File: config.mk
export PLATFORM = sky130hd
export DESIGN_NAME = memory_level_ctrl
export DESIGN_NICKNAME = d
export VERILOG_FILES = /design/src/rtl/memory_game_pkg.sv /design/src/rtl/pattern_lfsr.sv /design/src/rtl/memory_level_ctrl.sv
export SDC_FILE = /design/constraint.sdc
export NUM_CORES = 1
export LEC_CHECK = 0
export ABC_AREA = 1
export BUFFER_PORTS_ARGS = -buffer_cell sky130_fd_sc_hd__buf_2
export CAP_MARGIN = 5
export CORE_ASPECT_RATIO = 1.75
export CORE_UTILIZATION = 55
export DETAILED_ROUTE_END_ITERATION = 16
export PLACE_DENSITY = 0.83
export SETUP_SLACK_MARGIN = 0.02
export SYNTH_ARGS = -nofsm -noshare
export SYNTH_HDL_FRONTEND = slang
export SYNTH_SLANG_ARGS = --single-unit
File: constraint.sdc
create_clock -name clk -period 4 [get_ports clk]
set_clock_uncertainty 0.1 [all_clocks]
set_input_delay 0.8 -clock clk [delete_from_list [all_inputs] [get_ports clk]]
set_output_delay 0.8 -clock clk [all_outputs]
set_load 0.05 [all_outputs]
File: src/rtl/memory_game_pkg.sv
// +----------------------------------------------------------------------------+
// | memory_game_pkg : shared types and constants for the switch-memory game     |
// | Rev 1.0                                                                     |
// +----------------------------------------------------------------------------+
`default_nettype none

package memory_game_pkg;

    typedef enum logic [3:0] {
        IDLE  = 4'd0,
        GEN   = 4'd1,
        SHOW  = 4'd2,
        GAP   = 4'd3,
        INPUT = 4'd4,
        CHECK = 4'd5,
        PASS  = 4'd6,
        WIN   = 4'd7,
        FAIL  = 4'd8
    } state_t;

    // Fibonacci taps 16,14,13,11 expressed on a right-shifting register
    localparam logic [15:0] LFSR_TAPS    = 16'h002D;
    localparam logic [15:0] DEFAULT_SEED = 16'hACE1;

    function automatic logic [3:0] diff_units(input logic [1:0] d);
        return 4'd8 - {2'b00, d};
    endfunction

endpackage

`default_nettype wire

File: src/rtl/pattern_lfsr.sv
// +----------------------------------------------------------------------------+
// | pattern_lfsr : 16-bit Fibonacci LFSR that advances only when step is high   |
// | Rev 1.0                                                                     |
// +----------------------------------------------------------------------------+
`default_nettype none

module pattern_lfsr
    import memory_game_pkg::*;
#(
    parameter logic [15:0] SEED = DEFAULT_SEED
) (
    input  logic        clk,
    input  logic        reset,
    input  logic        step,
    output logic [15:0] value
);

    always_ff @(posedge clk or posedge reset) begin
        if (reset) begin
            value <= SEED;
        end else if (step) begin
            value <= {^(value & LFSR_TAPS), value[15:1]};
        end
    end

endmodule

`default_nettype wire

File: src/rtl/memory_level_ctrl.sv
// +----------------------------------------------------------------------------+
// | memory_level_ctrl : generates, shows and checks switch patterns per level   |
// | Rev 1.0                                                                     |
// +----------------------------------------------------------------------------+
`default_nettype none

module memory_level_ctrl
    import memory_game_pkg::*;
#(
    parameter int          SW_W          = 10,
    parameter int          MAX_LEVEL     = 10,
    parameter int          SEQ_MAX       = 16,
    parameter int unsigned SHOW_UNIT     = 5_000_000,
    parameter int unsigned GAP_CYCLES    = 2_500_000,
    parameter int unsigned INPUT_TIMEOUT = 0,
    parameter logic [15:0] SEED          = DEFAULT_SEED
) (
    input  logic                             clk,
    input  logic                             reset,
    input  logic                             start,
    input  logic                             confirm,
    input  logic [SW_W-1:0]                  sw,
    input  logic [1:0]                       difficulty,
    output logic [SW_W-1:0]                  led,
    output logic [$clog2(MAX_LEVEL+1)-1:0]   level,
    output logic [$clog2(SEQ_MAX+1)-1:0]     good,
    output logic                             busy,
    output logic                             input_en,
    output logic                             win,
    output logic                             lose
);

    localparam int LW = $clog2(MAX_LEVEL + 1);
    localparam int CW = $clog2(SEQ_MAX + 1);
    localparam int AW = (SEQ_MAX > 1) ? $clog2(SEQ_MAX) : 1;

    state_t          state, next_state;
    logic [SW_W-1:0] pbuf [0:(1<<AW)-1];
    logic [CW-1:0]   idx, len, show_sel;
    logic [31:0]     timer, show_cycles, level_plus1;
    logic [1:0]      diff_q;
    logic [SW_W-1:0] sw_q, show_pat, led_d;
    logic [15:0]     lfsr_val;
    logic            lfsr_unused;
    logic            gen_last, show_done, gap_done, seq_last, entry_match, timed_out;
    logic            busy_d, input_en_d, win_d, lose_d;

    pattern_lfsr #(.SEED(SEED)) u_lfsr (
        .clk   (clk),
        .reset (reset),
        .step  (state == GEN),
        .value (lfsr_val)
    );

    assign lfsr_unused = ^lfsr_val;
    assign level_plus1 = 32'(level) + 32'd1;
    assign len         = (level_plus1 < SEQ_MAX) ? CW'(level_plus1) : CW'(SEQ_MAX);
    assign show_cycles = SHOW_UNIT * 32'(diff_units(diff_q));
    assign gen_last    = (idx == len - CW'(1));
    assign show_done   = (timer + 32'd1 >= show_cycles);
    assign gap_done    = (timer + 32'd1 >= GAP_CYCLES);
    assign seq_last    = (idx + CW'(1) == len);
    assign entry_match = (sw_q == pbuf[idx[AW-1:0]]);
    assign timed_out   = (INPUT_TIMEOUT != 0) && (timer + 32'd1 >= INPUT_TIMEOUT);

    always_ff @(posedge clk or posedge reset) begin
        if (reset) begin
            state <= IDLE;
        end else begin
            state <= next_state;
        end
    end

    always_comb begin
        next_state = state;
        case (state)
            IDLE, WIN, FAIL: if (start)     next_state = GEN;
            GEN:             if (gen_last)  next_state = SHOW;
            SHOW:            if (show_done) next_state = GAP;
            GAP:             if (gap_done)  next_state = seq_last ? INPUT : SHOW;
            INPUT: begin
                if (confirm)        next_state = CHECK;
                else if (timed_out) next_state = FAIL;
            end
            CHECK:   next_state = !entry_match ? FAIL : (seq_last ? PASS : INPUT);
            PASS:    next_state = (level == LW'(MAX_LEVEL)) ? WIN : GEN;
            default: next_state = IDLE;
        endcase
    end

    // Outputs are registered from next_state so they line up with the state itself
    always_comb begin
        show_sel = '0;
        if (state == SHOW)     show_sel = idx;
        else if (state == GAP) show_sel = idx + CW'(1);
        show_pat = pbuf[show_sel[AW-1:0]];
        if (state == GEN && idx == '0) show_pat = lfsr_val[SW_W-1:0];
        led_d      = (next_state == SHOW) ? show_pat : '0;
        busy_d     = next_state inside {GEN, SHOW, GAP, CHECK};
        input_en_d = (next_state == INPUT);
        win_d      = (next_state == WIN);
        lose_d     = (next_state == FAIL);
    end

    always_ff @(posedge clk or posedge reset) begin
        if (reset) begin
            led      <= '0;
            busy     <= 1'b0;
            input_en <= 1'b0;
            win      <= 1'b0;
            lose     <= 1'b0;
        end else begin
            led      <= led_d;
            busy     <= busy_d;
            input_en <= input_en_d;
            win      <= win_d;
            lose     <= lose_d;
        end
    end

    always_ff @(posedge clk) begin
        if (state == GEN) pbuf[idx[AW-1:0]] <= lfsr_val[SW_W-1:0];
    end

    always_ff @(posedge clk or posedge reset) begin
        if (reset) begin
            level  <= '0;
            good   <= '0;
            idx    <= '0;
            timer  <= '0;
            diff_q <= '0;
            sw_q   <= '0;
        end else begin
            case (state)
                IDLE, WIN, FAIL: if (start) begin
                    level  <= LW'(1);
                    good   <= '0;
                    idx    <= '0;
                    timer  <= '0;
                    diff_q <= difficulty;
                end
                GEN: begin
                    timer <= '0;
                    idx   <= gen_last ? '0 : idx + CW'(1);
                end
                SHOW: timer <= show_done ? '0 : timer + 32'd1;
                GAP: begin
                    if (gap_done) begin
                        timer <= '0;
                        if (seq_last) begin
                            idx  <= '0;
                            good <= '0;
                        end else begin
                            idx <= idx + CW'(1);
                        end
                    end else begin
                        timer <= timer + 32'd1;
                    end
                end
                INPUT: begin
                    if (confirm) begin
                        sw_q  <= sw;
                        timer <= '0;
                    end else if (INPUT_TIMEOUT != 0) begin
                        timer <= timer + 32'd1;
                    end
                end
                CHECK: if (entry_match) begin
                    good <= good + CW'(1);
                    idx  <= idx + CW'(1);
                end
                PASS: if (level != LW'(MAX_LEVEL)) begin
                    level  <= level + LW'(1);
                    good   <= '0;
                    idx    <= '0;
                    diff_q <= difficulty;
                end
                default: ;
            endcase
        end
    end

endmodule

`default_nettype wire

# --- Word-level counts from Yosys, hierarchy flattened ---
# Memories as Yosys holds them, arrays and structs flattened.
# Cells that the tools add are included.
op_classes:
  add_sub_neg: 7
  multipliers: 1
  n_lt_le_gt_ge: 3
  eq_ne: 26
  mux: 39
  reduce_logical: 15
op_table:
  columns: ["op", "n"]
  rows:
  - ["case mux 32 bit (5 select lines)", 1]
  - ["2-to-1 mux 32 bit", 4]
  - ["2-to-1 mux 5 bit", 10]
  - ["2-to-1 mux 4 bit", 10]
  - ["adder 32 x 1 -> 32 bit (second input constant)", 1]
  - [">= comparator 32 x 22 -> 1 bit (second input constant)", 1]
  - [">= comparator 32 x 27 -> 1 bit", 1]
  - ["equality test 4 x 3 -> 1 bit (second input constant)", 7]
  - ["case mux 4 bit (7 select lines)", 1]
  - ["case mux 5 bit (5 select lines)", 1]
  - ["multiplier 17 x 4 -> 21 bit (first input constant)", 1]
  - ["2-to-1 mux 10 bit", 2]
  - ["case mux 5 bit (4 select lines)", 1]
  - ["equality test 4 x 2 -> 1 bit (second input constant)", 4]
  - ["parity 16 bit", 1]
  - ["equality test 4 bit (second input constant)", 3]
  - ["inequality test 2 bit (second input constant)", 6]
  - ["adder 5 x 1 -> 5 bit (second input constant)", 2]
  - ["equality test 10 bit", 1]
  - ["equality test 5 bit", 2]
  - ["nonzero test 5 bit", 2]
  - ["equality test 4 x 1 -> 1 bit (second input constant)", 2]
  - ["case mux 4 bit (2 select lines)", 1]
  - ["nonzero test 4 bit", 2]
  - ["other kinds (19)", 24]
totals:
  register_bits: 92
  ram_bits: 160
  in_bits: 16
  output_inout_bits: 23
  word_cells: 105
  mem_count: 1
mem_list:
  columns: ["memory", "depth", "width", "read_ports", "rd_ports_with_merged_regs", "write_ports", "line_no", "rtl"]
  rows:
  - ["pbuf", 16, 10, 2, 0, 1, "memory_level_ctrl.sv:38", "logic [SW_W-1:0] pbuf [0:(1<<AW)-1];"]

# --- Depth between registers and ports, before layout ---
depth:
  depth_word: 9
  ltp_mapped: 21
  ltp_nobuf: 20

# --- Cells and area by module ---
# A second synthesis with hierarchy kept.
unflattened:
  hier_cells: 1787
  hier_area_um2: 14528.9
modules_own_cells:
  columns: ["mod", "instances", "cells_each", "area_per_inst_um2", "seq_area_each_um2"]
  rows:
  - ["memory_level_ctrl", 1, 1712, 13827.0, 6706.4]
  - ["pattern_lfsr", 1, 75, 701.9, 410.4]

# --- Worst setup path before layout ---
# No wires, ideal clock.
synth_timing:
  kind: "register -> register"
  from: "register timer[0]"
  to: "register timer[11]"
  arrival_ps: 2622
  required_time_ps: 3770
  path_slack_ps: 1148
  path_stages_with_launch: 19
  path_buffers: 1
  synth_period_minus_slack_ps: 2852
  cell_sequence: "dfrtp_1 ha_1 nand3_2 clkinv_2 nand2_1 nor2_1 nand2_1 nand2_1 ha_1 inv_1 nor3_1 nand2_1 nor3_1 nand4_1 nand3_4 o21ai_2 buf_6 nand3_1 o21ai_0"
synth_between:
  elab_chain_len: 4
  word_cells_on_any_way: 6
  classes_between: "add/sub (1); order compare (2); mux (3)"
synth_lines:
  columns: ["element", "line_no", "rtl"]
  rows:
  - ["from (decl)", "memory_level_ctrl.sv:40", "logic [31:0] timer, show_cycles, level_plus1;"]
  - ["from (signal assigned)", "memory_level_ctrl.sv:146", "SHOW: timer <= show_done ? '0 : timer + 32'd1;"]
  - ["from (signal assigned)", "memory_level_ctrl.sv:157", "timer <= timer + 32'd1;"]
  - ["from (signal assigned)", "memory_level_ctrl.sv:165", "timer <= timer + 32'd1;"]
  - ["adder 32 x 1 -> 32 bit (*)", null, null]
  - [">= comparator 32 x 22 -> 1 bit or >= comparator 32 x 27 -> 1 bit (tied branches)", "memory_level_ctrl.sv:61, memory_level_ctrl.sv:60", null]
  - ["2-to-1 mux 32 bit, on equally long branches", "memory_level_ctrl.sv:148, memory_level_ctrl.sv:146", null]
  - ["case mux 32 bit (5 select lines) (*)", "memory_level_ctrl.sv:134", "case (state)"]
# Mark *: on every way between the ends. The rest lies on a longest branch, timed or not.
# A chain may end at the register's enable or synchronous reset.

# --- Final worst setup path ---
layout_timing:
  from: "register timer[1]"
  to: "register timer[5]"
# The elaborated chain is that of the path after synthesis.

==> run_results.csv <==
group,metric,value,unit
cts,numCtsBuffers,25,
critical_path,arrival,3.83,ns
synthesis,ys_top_cells_by_area,"edfxtp_1, nand2_1, dfrtp_1, o211ai_1, inv_1",
synthesis,syn_area,0.0144,mm2
synthesis,avgSynthCellArea,8.13,um2
synthesis,synth_top_area_share,33.4,%
cells_and_area,final_cell_area,0.0159,mm2
critical_path,r2r-end,"timer[5]$_DFFE_PP0P_",
power_and_ir_drop,p_switching,4.46,mW
cts,htreeDepth,1,
route,wl,40.3,mm
place,place_area,0.0150,mm2
cts,clockRootBuffer,"clkbuf_16",
die,die-area,0.0268,mm2
power_and_ir_drop,p_sw_share,43.8,%
synthesis,synth_commonest_cells,"nand2_1, inv_1, edfxtp_1",
die,coreArea,0.0259,mm2
cts,cts_tree,"built",
cells_and_area,diodes,0,
sta,fin_hold_ws,0.290,ns
flow_run,drv_cap,0,
power_and_ir_drop,pwr-share-comb,46.3,%
die,std_cell_rows,78,
synthesis,synth_nets,1824,
sta,tightest_slew,1.01,ns
grt,grt_max_degree,95,
power_and_ir_drop,p_leak,7.03,nW
synthesis,yosysTopAreaCell,"edfxtp_1",
cells_and_area,syn2layout_area_growth,10.2,%
cells_and_area,num-fill-cells,2136,
grt,grt_pass1_vias,12600,
grt,grt_remaining_overflow,0,
die,fp.dieH,216,um
grt,grt_pass1_wl,63.8,mm
route,firstDrtPassIters,5,
sta,rsz0062_at_grt,"false",
synthesis,ys.flop_type,"edfxtp_1",
cts,clk_latency,0.55,ns
die,io_pins,39,
critical_path,start_kind,"register",
route,viasPerCell,5.91,
route,ant_nets,0,
sta,fin_crit_sh,87.1,%
grt,antenna_found_initial,0,
sta,hold_violations,0,
critical_path,path_class,"register to register",
synthesis,synth_seq_area_share,49.4,%
synthesis,async_flop_share,36.5,%
route,drc,0,
die,start_util,55.7,%
cts,clk_pin_slew_worst_paths,0.06,ns
sta,fmax,287,MHz
sta,final.setup.tns,0,ns
critical_path,critPathCaptureType,"register",
critical_path,crit_fanout,22,
cts,clk_path_buf_depth,3,
critical_path,cp-endpoint,"timer[5]$_DFFE_PP0P_",
power_and_ir_drop,clkPwrFrac,23.5,%
synthesis,ys_ff_latch,252,
synthesis,synthCells,1770,
power_and_ir_drop,ir_worst_vdd,0.000397,V
cts,ctsHoldBuffers,0,
grt,grtUsageTotal,30.3,%
synthesis,synth.distinct_cells,46,
synthesis,synth_edf_count,160,
place,gp_congestion,0.985,
route,wl_per_cell,18.9,um
route,vias,12600,
critical_path,reg2reg_from,"timer[1]$_DFFE_PP0P_",
route,drtIter0Drc,1126,
sta,slew-limit-headroom,32.2,%
cells_and_area,nNetsFinal,1851,
place,hpwl,28.4,mm
cells_and_area,drive_above_1_share,9.09,%
synthesis,yosys_warnings,0,
critical_path,setup.worst_path.start,"timer[1]$_DFFE_PP0P_",
die,fp.dieW,124,um
critical_path,r2r_setup_slack,0.51,ns
cts,cts.sinks,252,
run_status,status,"finished, final reports clean",
place,numPortBuffers,38,
power_and_ir_drop,internal_power,5.73,mW
worst_hold_path,hold_path_class,"input port to asynchronous set/reset pin",
sta,slew_violations,0,
sta,setup_viol,0,
sta,fin_crit,3.49,ns
critical_path,cp.required,4.34,ns
power_and_ir_drop,seq_power_share,30.2,%
power_and_ir_drop,p_per_area,642,mW/mm2
critical_path,r2r_cells,19,
synthesis,synth.most_common_cell,"nand2_1",
[repair_timing]
item / CTS / global route
setup endpoints to repair: 0 / 22
buffers inserted: 0 / 0
resized for setup: 0 / 1
[state kept, by name, summed over array words and instances (netlist names)]
signal        flops
led              10
lose              1
input_en          1
u_lfsr.value     16
state             4
timer            32
idx               5
good              5
sw_q             10
diff_q            2
level             4
win               1
pbuf            160
busy              1
[worst min-delay path by stage]
| stage | startpoint | cells past startpoint | to | slack (ns) |
|---|---|---|---|---|
| global route | reset | 2 | timer[20]$_DFFE_PP0P_ | 0.36 |
| global placement | u_lfsr.value[11]$_DFFE_PP1P_ | 2 | u_lfsr.value[10]$_DFFE_PP1P_ | 0.35 |
| CTS | reset | 2 | timer[31]$_DFFE_PP0P_ | 0.32 |
| detailed placement | u_lfsr.value[11]$_DFFE_PP1P_ | 2 | u_lfsr.value[10]$_DFFE_PP1P_ | 0.36 |
| floorplan | u_lfsr.value[12]$_DFFE_PP0P_ | 2 | u_lfsr.value[11]$_DFFE_PP1P_ | 0.34 |
| finish | reset | 2 | good[0]$_DFFE_PP0P_ | 0.29 |
[placed cells by master (no fill, tap or decap), drive strengths merged, types with 3 or more instances in the layout]
| master | instances |
|---|---|
| nor2 | 150 |
| inv | 198 |
| o211ai | 103 |
| edfxtp | 160 |
| dfrtp | 84 |
| clkbuf | 34 |
| ha | 38 |
| a21oi | 48 |
| o21ai | 145 |
| nand3b | 4 |
| nand3 | 102 |
| xor2 | 17 |
| a31oi | 4 |
| clkinv | 7 |
| nand2 | 573 |
| buf | 79 |
| xnor2 | 11 |
| nor3 | 14 |
| o22ai | 3 |
| dfstp | 8 |
| o32ai | 4 |
| nand4 | 9 |
[critical path: stages (launching register included)]
cell	delay [ns]
dfrtp_1	0.44
ha_1	0.24
nand3_2	0.14
clkinv_2	0.13
nand2_1	0.12
nor2_1	0.21
nand2_1	0.07
nand2_1	0.16
ha_1	0.26
inv_1	0.07
nor2_1	0.04
nor2_1	0.09
nor2_1	0.04
o21ai_0	0.14
nand3_1	0.10
nand4_1	0.13
nand3_4	0.14
o21ai_4	0.52
nand3b_1	0.15
o21ai_0	0.10
[power groups by stage]
stage | Sequential (mW) | Combinational, mW | Clock, mW
floorplan | 3.25 | 3.27 | 0
global placement | 3.12 | 4.49 | 0
detailed placement | 3.13 | 4.63 | 0
CTS | 3.08 | 4.66 | 2.40
global route | 3.10 | 5.19 | 2.49
finish | 3.08 | 4.72 | 2.39
[layout make-up]
class	count	area, um2	area share (%)
flip-flops and latches	252	7120	44.9
multi-input cells	1241	6210	39.1
inverters	198	747	4.71
clock buffers	34	709	4.47
repair buffers	79	573	3.61
well taps	320	400	2.52
clock inverters	11	113	0.710
[through the flow]
stage	total power, mW	setup slack, ns	utilization [%]	cells
global route	10.8	0.153	61.4	2135
finish	10.2	0.515	61.4	2135
floorplan	6.52	0.721	-	1770
detailed placement	7.76	0.342	58.1	2090
CTS	10.1	0.334	61.3	2135
global placement	7.61	0.433	58.1	2090
[metal layers]
layer | up-vias | track usage [%] | wire [um]
li1 | 5919 | - | -
met1 | 5948 | 29.8 | 13200
met2 | 541 | 55.9 | 21100
met3 | 209 | 3.97 | 2500
met4 | 0 | 25.3 | 3480
met5 | - | 0 | 0
[logic make-up (layout without fill, tap and decap cells)]
| logic type | count (synthesis) | after routing | share of synthesized area [%] |
|---|---|---|---|
| xor+xnor | 28 | 28 | 1.70 |
| fa+ha+maj | 38 | 38 | 3.30 |
| compound gates | 317 | 317 | 13.2 |
| flops | 252 | 252 | 49.4 |
| simple gates | 856 | 856 | 24.5 |
| buf+inv | 277 | 322 | 7.70 |
| mux | 2 | 2 | 0.156 |
No activity file was read; power rests on OpenSTA's default activity.
